**src/rtl/rv_dataset_loader.sv**
```systemverilog
// ---------------------------------------------------------------------------
// rv_dataset_loader
//
// Front-end controller for the RootVoter cell. Per-core datasets are written
// into indexed slots and presented to the cell together with per-slot
// validity. The controller arms the cell with a cfg word, waits for ready,
// captures the results and timeout flags, clears cfg, and holds the captured
// values for the host until it acknowledges.
//
// Optional feature: define RV_LOADER_WATCHDOG_EN to enable a watchdog that
// aborts a vote after WDOG_CYCLES cycles in ARMED/WAIT_CLEAR.
//
// Ports:
//   clk, reset         clock, asynchronous active-high reset
//   wr_en/wr_idx/wr_data   indexed dataset write port
//   start/start_cfg    arm request with cfg word ([1:0] type, [31:2] timeout)
//   ack                host acknowledge of a completed vote
//   cell_cfg           cfg word to the cell
//   set_data/set_valid datasets and validity to the cell
//   cell_res/cell_status   cell results and status ([0] ready, [13:1] timeouts)
//   res_latched/timeout_latched   captured results for the host
//   busy/done          progress flags
//   wr_err             one-cycle pulse on any rejected write or start
//   wd_err             sticky watchdog flag
// ---------------------------------------------------------------------------
module rv_dataset_loader #(
    parameter int REG_DATA_WIDTH = 64,
    parameter int MAX_DATASETS   = 9,
    parameter int WDOG_CYCLES    = 4096
) (
    input  logic                                     clk,
    input  logic                                     reset,
    input  logic                                     wr_en,
    input  logic [3:0]                               wr_idx,
    input  logic [REG_DATA_WIDTH-1:0]                wr_data,
    input  logic                                     start,
    input  logic [31:0]                              start_cfg,
    input  logic                                     ack,
    output logic [31:0]                              cell_cfg,
    output logic [MAX_DATASETS*REG_DATA_WIDTH-1:0]   set_data,
    output logic [MAX_DATASETS-1:0]                  set_valid,
    input  logic [MAX_DATASETS*8-1:0]                cell_res,
    input  logic [13:0]                              cell_status,
    output logic [MAX_DATASETS*8-1:0]                res_latched,
    output logic [8:0]                               timeout_latched,
    output logic                                     busy,
    output logic                                     done,
    output logic                                     wr_err,
    output logic                                     wd_err
);

    typedef enum logic [1:0] {S_IDLE, S_ARMED, S_WAIT_CLEAR, S_DONE} state_t;

    localparam int DW = MAX_DATASETS * REG_DATA_WIDTH;
    localparam int RW = MAX_DATASETS * 8;

    state_t            state_q, state_d;
    logic [31:0]       cell_cfg_q, cell_cfg_d;
    logic [DW-1:0]     set_data_q, set_data_d;
    logic [MAX_DATASETS-1:0] set_valid_q, set_valid_d;
    logic [RW-1:0]     res_q, res_d;
    logic [8:0]        to_q, to_d;
    logic              busy_q, busy_d;
    logic              done_q, done_d;
    logic              wr_err_q, wr_err_d;

    logic slot_taken, idx_ok, wr_accept, start_accept, start_reject;
    logic wd_expire;

    // Upper timeout bits are not part of the captured flags.
    logic unused_status;
    assign unused_status = ^cell_status[13:10];

`ifdef RV_LOADER_WATCHDOG_EN
    logic [31:0] wdog_cnt_q, wdog_cnt_d;
    logic        wd_err_q, wd_err_d;
    assign wd_expire = (wdog_cnt_q == 32'(WDOG_CYCLES - 1));
`else
    // Watchdog limit has no effect in this build.
    logic wdog_unused;
    assign wdog_unused = (WDOG_CYCLES > 0);
    assign wd_expire   = 1'b0;
`endif

    always_comb begin
        slot_taken = 1'b0;
        for (int i = 0; i < MAX_DATASETS; i++) begin
            if (wr_idx == 4'(i)) slot_taken = set_valid_q[i];
        end
        idx_ok       = (int'(wr_idx) < MAX_DATASETS);
        wr_accept    = wr_en && (state_q == S_IDLE || state_q == S_ARMED)
                       && idx_ok && !slot_taken;
        start_accept = start && (state_q == S_IDLE) && (start_cfg != 32'd0);
        // ack in DONE swallows a simultaneous start without flagging it.
        start_reject = start && !start_accept && !(state_q == S_DONE && ack);
    end

    always_comb begin
        state_d     = state_q;
        cell_cfg_d  = cell_cfg_q;
        set_data_d  = set_data_q;
        set_valid_d = set_valid_q;
        res_d       = res_q;
        to_d        = to_q;
`ifdef RV_LOADER_WATCHDOG_EN
        wdog_cnt_d  = wdog_cnt_q;
        wd_err_d    = wd_err_q;
`endif

        for (int i = 0; i < MAX_DATASETS; i++) begin
            if (wr_accept && wr_idx == 4'(i)) begin
                set_data_d[i*REG_DATA_WIDTH +: REG_DATA_WIDTH] = wr_data;
                set_valid_d[i] = 1'b1;
            end
        end

        case (state_q)
            S_IDLE: begin
                cell_cfg_d = '0;
                if (start_accept) begin
                    cell_cfg_d = start_cfg;
                    state_d    = S_ARMED;
`ifdef RV_LOADER_WATCHDOG_EN
                    wdog_cnt_d = '0;
`endif
                end
            end
            S_ARMED, S_WAIT_CLEAR: begin
`ifdef RV_LOADER_WATCHDOG_EN
                wdog_cnt_d = wdog_cnt_q + 32'd1;
`endif
                if (state_q == S_ARMED && cell_status[0]) begin
                    // Ready capture outranks a coincident watchdog expiry.
                    res_d      = cell_res;
                    to_d       = cell_status[9:1];
                    cell_cfg_d = '0;
                    state_d    = S_WAIT_CLEAR;
                end else if (state_q == S_WAIT_CLEAR && !cell_status[0]) begin
                    set_valid_d = '0;
                    set_data_d  = '0;
                    state_d     = S_DONE;
                end else if (wd_expire) begin
                    cell_cfg_d  = '0;
                    set_valid_d = '0;
                    set_data_d  = '0;
                    to_d        = 9'h1FF;
                    res_d       = '0;
                    state_d     = S_DONE;
`ifdef RV_LOADER_WATCHDOG_EN
                    wd_err_d    = 1'b1;
`endif
                end
            end
            S_DONE: begin
                if (ack) state_d = S_IDLE;
            end
            default: state_d = S_IDLE;
        endcase

        busy_d   = (state_d == S_ARMED) || (state_d == S_WAIT_CLEAR);
        done_d   = (state_d == S_DONE);
        wr_err_d = (wr_en && !wr_accept) || start_reject;
    end

    always_ff @(posedge clk or posedge reset) begin
        if (reset) begin
            state_q     <= S_IDLE;
            cell_cfg_q  <= '0;
            set_data_q  <= '0;
            set_valid_q <= '0;
            res_q       <= '0;
            to_q        <= '0;
            busy_q      <= 1'b0;
            done_q      <= 1'b0;
            wr_err_q    <= 1'b0;
`ifdef RV_LOADER_WATCHDOG_EN
            wdog_cnt_q  <= '0;
            wd_err_q    <= 1'b0;
`endif
        end else begin
            state_q     <= state_d;
            cell_cfg_q  <= cell_cfg_d;
            set_data_q  <= set_data_d;
            set_valid_q <= set_valid_d;
            res_q       <= res_d;
            to_q        <= to_d;
            busy_q      <= busy_d;
            done_q      <= done_d;
            wr_err_q    <= wr_err_d;
`ifdef RV_LOADER_WATCHDOG_EN
            wdog_cnt_q  <= wdog_cnt_d;
            wd_err_q    <= wd_err_d;
`endif
        end
    end

    assign cell_cfg        = cell_cfg_q;
    assign set_data        = set_data_q;
    assign set_valid       = set_valid_q;
    assign res_latched     = res_q;
    assign timeout_latched = to_q;
    assign busy            = busy_q;
    assign done            = done_q;
    assign wr_err          = wr_err_q;
`ifdef RV_LOADER_WATCHDOG_EN
    assign wd_err          = wd_err_q;
`else
    assign wd_err          = 1'b0;
`endif

endmodule

```
**config.mk**
```make
export PLATFORM = sky130hd
export DESIGN_NAME = rv_dataset_loader
export DESIGN_NICKNAME = d
export VERILOG_FILES = /design/src/rtl/rv_dataset_loader.sv
export SDC_FILE = /design/constraint.sdc
export NUM_CORES = 2
export LEC_CHECK = 0
export CAP_MARGIN = 10
export CORE_AREA = 2 2 352 354
export DETAILED_ROUTE_END_ITERATION = 8
export DIE_AREA = 0 0 354 356
export SYNTH_ARGS = -nofsm -noshare
export SYNTH_HDL_FRONTEND = slang
export SYNTH_SLANG_ARGS = --single-unit
```
**constraint.sdc**
```tcl
create_clock -name clk -period 24.8 [get_ports clk]
set_input_delay 2.48 -clock clk [delete_from_list [all_inputs] [get_ports clk]]
set_output_delay 2.48 -clock clk [all_outputs]
set_load 0.01 [all_outputs]
```
==> Word-level counts from Yosys, hierarchy flattened <==
Cells that the tools add are included.
W data, S select, Z words.
{ "op_classes": {"mux": 41, "n_reduce_logical": 35, "n_eq_ne": 15, "order_cmp": 1} }
{ "ops": {"columns": ["operator", "count"], "rows": [
  ["$mux W576", 3],
  ["$mux W64", 9],
  ["$mux W32", 2],
  ["$pmux W32 S2", 1],
  ["$reduce_bool A32 Y1", 1],
  ["$mux W9", 3],
  ["$logic_and A1 B1 Y1", 20],
  ["$mux W1", 18],
  ["$eq A4 B3 Y1 const B", 4],
  ["$eq A2 B2 Y1 const B", 4],
  ["$eq A4 B2 Y1 const B", 2],
  ["$mux W2", 4],
  ["$pmux W2 S3", 1],
  ["$logic_not A1 Y1", 5],
  ["$eq A2 B1 Y1 const B", 2],
  ["$eq A4 B1 Y1 const B", 1],
  ["$eq A4 B4 Y1 const B", 1],
  ["$logic_not A4 Y1", 1],
  ["$lt A4 B4 Y1 const B", 1],
  ["$reduce_and A2 Y1", 2],
  ["$logic_or A1 B1 Y1", 3],
  ["$logic_not A2 Y1", 1],
  ["$ne A2 B2 Y1 const B", 1],
  ["$reduce_bool A2 Y1", 1],
  ["$reduce_or A2 Y1", 1]
]} }
{ "word_totals": {"elab_cells": 101, "input_bits": 191, "regBits": 703} }

==> Longest topological paths before layout <==
{ "logic_depth": {"word_depth": 17, "depth_mapped": 9} }

==> Worst setup path before layout <==
Ideal clock, no wire load.
{ "synth_path": {"kind": "input to register", "from": "input port wr_idx[0]", "to": "register set_data_q[271] (netlist: set_data[271])", "n_path_buf": 4, "required_ns": 24.670, "setup_time_ns": 0.130, "setup_slack_ns": 20.246, "cell_stages": 8, "t_arrival_ns": 4.424, "path_cell_list": "buf_6 -> mux4_2 -> or4b_4 -> or3_1 -> clkbuf_1 -> buf_6 -> buf_6 -> mux2i_1"} }
{ "synth_between": {"elab_chain_cells": 17, "word_cells_on_any_way": 27, "classes_between": "order compare: 1; eq/ne: 8; mux: 13; reduce/logical: 5"} }
{ "synth_lines": {"columns": ["element", "line", "text"], "rows": [
  ["from (decl)", "34", "input logic [3:0] wr_idx,"],
  ["$logic_not A4 Y1", "88", "if (wr_idx == 4'(i)) slot_taken = set_valid_q[i];"],
  ["$mux W1 (9 in series)", "88", null],
  ["$logic_not A1 Y1", "92", "&& idx_ok && !slot_taken;"],
  ["$logic_and A1 B1 Y1", "92", null],
  ["$logic_and A1 B1 Y1 (*)", "111", "if (wr_accept && wr_idx == 4'(i)) begin"],
  ["$mux W64 (*)", "111", null],
  ["$mux W576", "138", "end else if (state_q == S_WAIT_CLEAR && !cell_status[0]) begin"],
  ["$mux W576", "132", "if (state_q == S_ARMED && cell_status[0]) begin"],
  ["$mux W576 (*)", "117", "case (state_q)"],
  ["named net set_data_d[271]", "59", "logic [DW-1:0] set_data_q, set_data_d;"],
  ["to (signal assigned)", "183", "set_data_q <= set_data_d;"],
  ["to (decl)", "59", null]
]} }
The timed path passes the listed nets; every way through them passes the cells marked *.
A chain may end at the register's enable or synchronous reset.

==> Worst setup path after layout <==
{ "layout_path": {"from": "input port cell_status[0]", "to": "register set_data_q[422] (netlist: set_data[422])"} }
{ "layout_between": {"elab_chain_cells": 5, "word_cells_on_any_way": 6, "classes_between": "mux: 3; reduce/logical: 3"} }
{ "layout_lines": {"columns": ["element", "line", "text"], "rows": [
  ["from (decl)", "43", "input logic [13:0] cell_status,"],
  ["$logic_not A1 Y1", "138", null],
  ["$logic_and A1 B1 Y1", "138", null],
  ["$mux W576", "138", null],
  ["$mux W576 (*)", "132", null],
  ["$mux W576 (*)", "117", null],
  ["named net set_data_d[422]", "59", null]
]} }
Marked as above.

==> qor_table.md <==
| Step | Quantity | Reported |
|:---|:---|:---|
| outcome | Result of the run | completed |
| floorplanning | Initial core utilization | 22.9% |
| synthesis | Cell Area, Synth | 28100 um^2 |
| pwr | Highest ir drop seen on vdd | 0.0615 mV |
| clock network | TritonCTS Sinks | 703 |
| synthesis | Net count of the mapped netlist | 2533 |
| final layout | Highest-count cells in the layout ignoring fill and taps | clkdlybuf4s50_1, nand2_1, dfrtp_1 |
| floorplanning | Area inside the core boundary | 123000 um^2 |
| grt | Overall routing resource usage | 16.2% |
| clock network | H-tree depth | 3 |
| synthesis | Count of warnings emitted by yosys | 0 |
| grt | Number of antenna violations at the first check in global routing | 4 |
| floorplanning | Floorplan row count | 129 |
| final layout | Post-layout instance area | 41600 um^2 |
| pwr | Static power due to leakage | 20.9 nW |
| setup path | Cell breakdown of the critical path | clkdlybuf4s50_1 -> nor2b_1 -> nand2_4 -> buf_4 -> buf_4 -> buf_4 -> buf_4 -> buf_4 -> nand2_1 -> mux2i_1 |
| sta | Max transition margin | 21.2% |
| sta | Final worst path period need | 6970 ps |
| setup path | Slowest library cell on the worst path | buf_4 |
| clock network | CTS-repair resized insts | 0 |
| floorplanning | Die Span X | 354 um |
| placed design | Worst setup timing slack at the placement stage | 17240 ps |
| placed design | Buffers added on ports | 887 |
| final layout | Layout fillers | 12304 |
| pwr | Combinational power share | 37.4% |
| synthesis | Post-synth ARST share | 100% |
| setup path | Crit path DAT | 7540 ps |
| clock network | Clock-pin slew reported for the worst setup and hold paths after clock tree synthesis | 60 ps |
| worst hold path | Worst hold path startpoint | cell_cfg[23]$_DFFE_PP0P_ |
| final layout | Most common cell after layout, fill and taps aside | clkdlybuf4s50_1 |
| clock network | Clock Tree Buf Depth | 3 |
| synthesis | Flip-flop and latch count after synthesis | 703 |
| placed design | Last weighted congestion value of the routability-driven placer | 0.813 |
| flow run | Maximum Capacitance Violations | 0 |
| setup path | Launching element type of the critical path | input port |
| pwr | Share of total power in the clock network | 25.8% |
| worst hold path | Tightest Hold Check Type | reg2reg |
| final layout | Non-filler instance count after layout | 4888 |
| floorplanning | Height of the chip | 356 um |
| clock network | Latest clock arrival within the worst-skew pair | 660 ps |
| clock network | Cell at the root of the clock tree | clkbuf_16 |
| pwr | Net Sw Power | 0.00158 W |
| pwr | Part of the power in registers | 36.8% |
| pwr | Total chip power | 0.00489 W |
| placed design | Final HPWL DP | 73.3 mm |
| route | Post-Route WL | 105 mm |
| clock network | TritonCTS buffer count | 82 |
| sta | Post-route clock skew | 27.8 ps |
| grt | Wire length of the first global-routing pass | 152 mm |
| route | DR pass1 iterations | 6 |
| setup path | Worst r2r src | state_q[0]$_DFF_PP0_ |
| placed design | Count of placed standard cells including taps | 4733 |
| grt | Pin count of the biggest net entering global routing | 157 |
| sta | Post-route setup TNS | 0 ps |
| final layout | Share of final-layout standard cells stronger than drive strength 1 | 8.19% |
| setup path | Worst Path Max Fanout | 72 |
| final layout | Layout Nets | 3377 |
| sta | Worst Max-Slew Pin Slew | 1180 ps |
| route | DRC violation count after routing | 0 |
| sta | Fin crit share | 28.1% |
| route | Final antenna-violating net count | 0 |
| grt | Total grt overflow | 0 |
| floorplanning | Number of top-level pins | 893 |
| synthesis | Most used flip-flop cell after synthesis | dfrtp_1 |
| clock network | Post CTS Setup Buffer Count | 0 |
| grt | Vias in the first global route | 21715 |
| clock network | Number of hold buffers added after cts | 0 |
| pwr | Design internal power | 0.00330 W |
| setup path | Most Frequent Cell on Critical Path | buf_4 |
| final layout | Area added between synthesis and finish | 48.0% |
| synthesis | Count of flip-flops with a built-in enable after synthesis | 0 |
| placed design | Post-placement cell area | 38700 um^2 |
| sta | Number of max-slew violations in the final report | 0 |
| clock network | CTS tree | yes |
| setup path | Crit Path Class | in2reg |
| sta | Crit path setup slack, layout | 17830 ps |
| pwr | PD cells | 118 nW/um^2 |
| sta | Hold violation total from the final report | 0 |
| route | DRC marker count from the first detailed-route iteration | 1255 |
| synthesis | Sequential area share after synthesis | 62.7% |
| setup path | Crit end category | flip-flop |
| route | Via density | 4.28 |
| pwr | Switching power share of the total | 32.4% |
| sta | Achievable frequency | 0.143 GHz |
| setup path | Biggest cell delay along the critical path | 740 ps |
| sta | Unrepaired setup endpoints after global routing | false |
| sta | Setup violators final | 0 |
| setup path | Required @ worst endpoint | 25360 ps |
| route | Routed WL per cell | 21.6 um |
| floorplanning | Full die area | 126000 um^2 |
| synthesis | Yosys cell types | 34 |
| synthesis | Per-instance average area after synthesis | 12.0 um^2 |
| synthesis | Synthesized instance count | 2337 |
| route | Vias post-DR | 20937 |
| setup path | Worst setup path startpoint | cell_status[0] |
[cells in the mapped netlist, types with 2 or more instances]
master      n  area share [%]
buf_2      20            0.36
dfrtp_1   703              63
and4_1      2           0.062
nor2b_1     4           0.089
o21ai_0     5           0.089
mux2_2     81             3.2
a22o_1     32             1.0
ha_1        5            0.22
a21oi_1    73             1.3
nand3_1     3           0.053
nand2b_1    2           0.045
buf_6       7            0.28
nand2_1   711             9.5
o21a_1      4            0.11
nor2_1      7           0.094
clkbuf_1  124             1.7
inv_1      11            0.15
buf_1       6           0.080
nor4_1      9            0.20
mux2i_1   513              18
mux4_2      2            0.16
[per-layer routing]
| metal | vias to the layer above | GRT usage, % | wire length [um] |
|---|---|---|---|
| met3 | 162 | 5.51 | 8440 |
| li1 | 9498 | - | - |
| met4 | 4 | 5.65 | 3340 |
| met1 | 10624 | 20.4 | 44600 |
| met2 | 649 | 25.7 | 49000 |
| met5 | - | 0 | 31 |
[layout make-up]
cell class	count	area (um^2)	area share [%]
Sequential cell	703	17600	42.3
Multi-Input combinational cell	1465	9880	23.8
Timing Repair Buffer	918	9130	22.0
Clock buffer	123	2480	5.96
Tap cell	1637	2050	4.93
Clock inverter	26	368	0.885
Inverter	11	48.8	0.117
Antenna cell	5	12.5	0.0301
[path summary, 6_finish.rpt]
kind	slack (ps)	cells past startpoint	to
worst min-delay path	500	1	cell_cfg[23]$_DFFE_PP0P_
max in group asynchronous	18780	6	set_data[483]$_DFF_PP0_
worst min register to register	500	1	cell_cfg[23]$_DFFE_PP0P_
worst max register to register	19330	10	set_data[422]$_DFF_PP0_
min in group asynchronous	2390	2	cell_cfg[0]$_DFFE_PP0P_
worst max-delay path	17830	10	set_data[422]$_DFF_PP0_
[stage by stage]
step	utilization [%]	hold slack [ps]
final	33.9	501
after global routing	33.9	510
after CTS	33.9	505
after detailed placement	31.5	490
after global placement	31.5	489
after floorplan	-	542
[registers in the layout (all words and copies together) (netlist names)]
name and flops:
set_data 576, cell_cfg 32, res_latched 72, done 1, state_q 2, set_valid 9, busy 1, wr_err 1
timeout_latched 9
[logic make-up (layout without fill, tap and decap cells)]
kind of cell / Yosys count / after routing / share of synthesized area [%]
flops: 703 / 703 / 62.7
buf+inv: 169 / 1078 / 2.55
mux: 596 / 596 / 21.7
fa+ha+maj: 5 / 5 / 0.223
other cells: 1 / 6 / 0.0134
compound gates: 119 / 119 / 2.64
simple gates: 744 / 744 / 10.2
[critical path: cells and delay by family]
family,cells,cell delay (ps)
buf+inv,6,3670
mux,1,240
simple gates,3,900
[power by group through the flow]
stage,logic [W],registers [W],clock network (W)
floorplan,0.000495,0.00200,0
global placement,0.00183,0.00180,0
detailed placement,0.00184,0.00181,0
CTS,0.00185,0.00180,0.00130
global route,0.00195,0.00185,0.00134
finish,0.00183,0.00180,0.00126
Note: power is estimated with default switching activity, not from simulation.
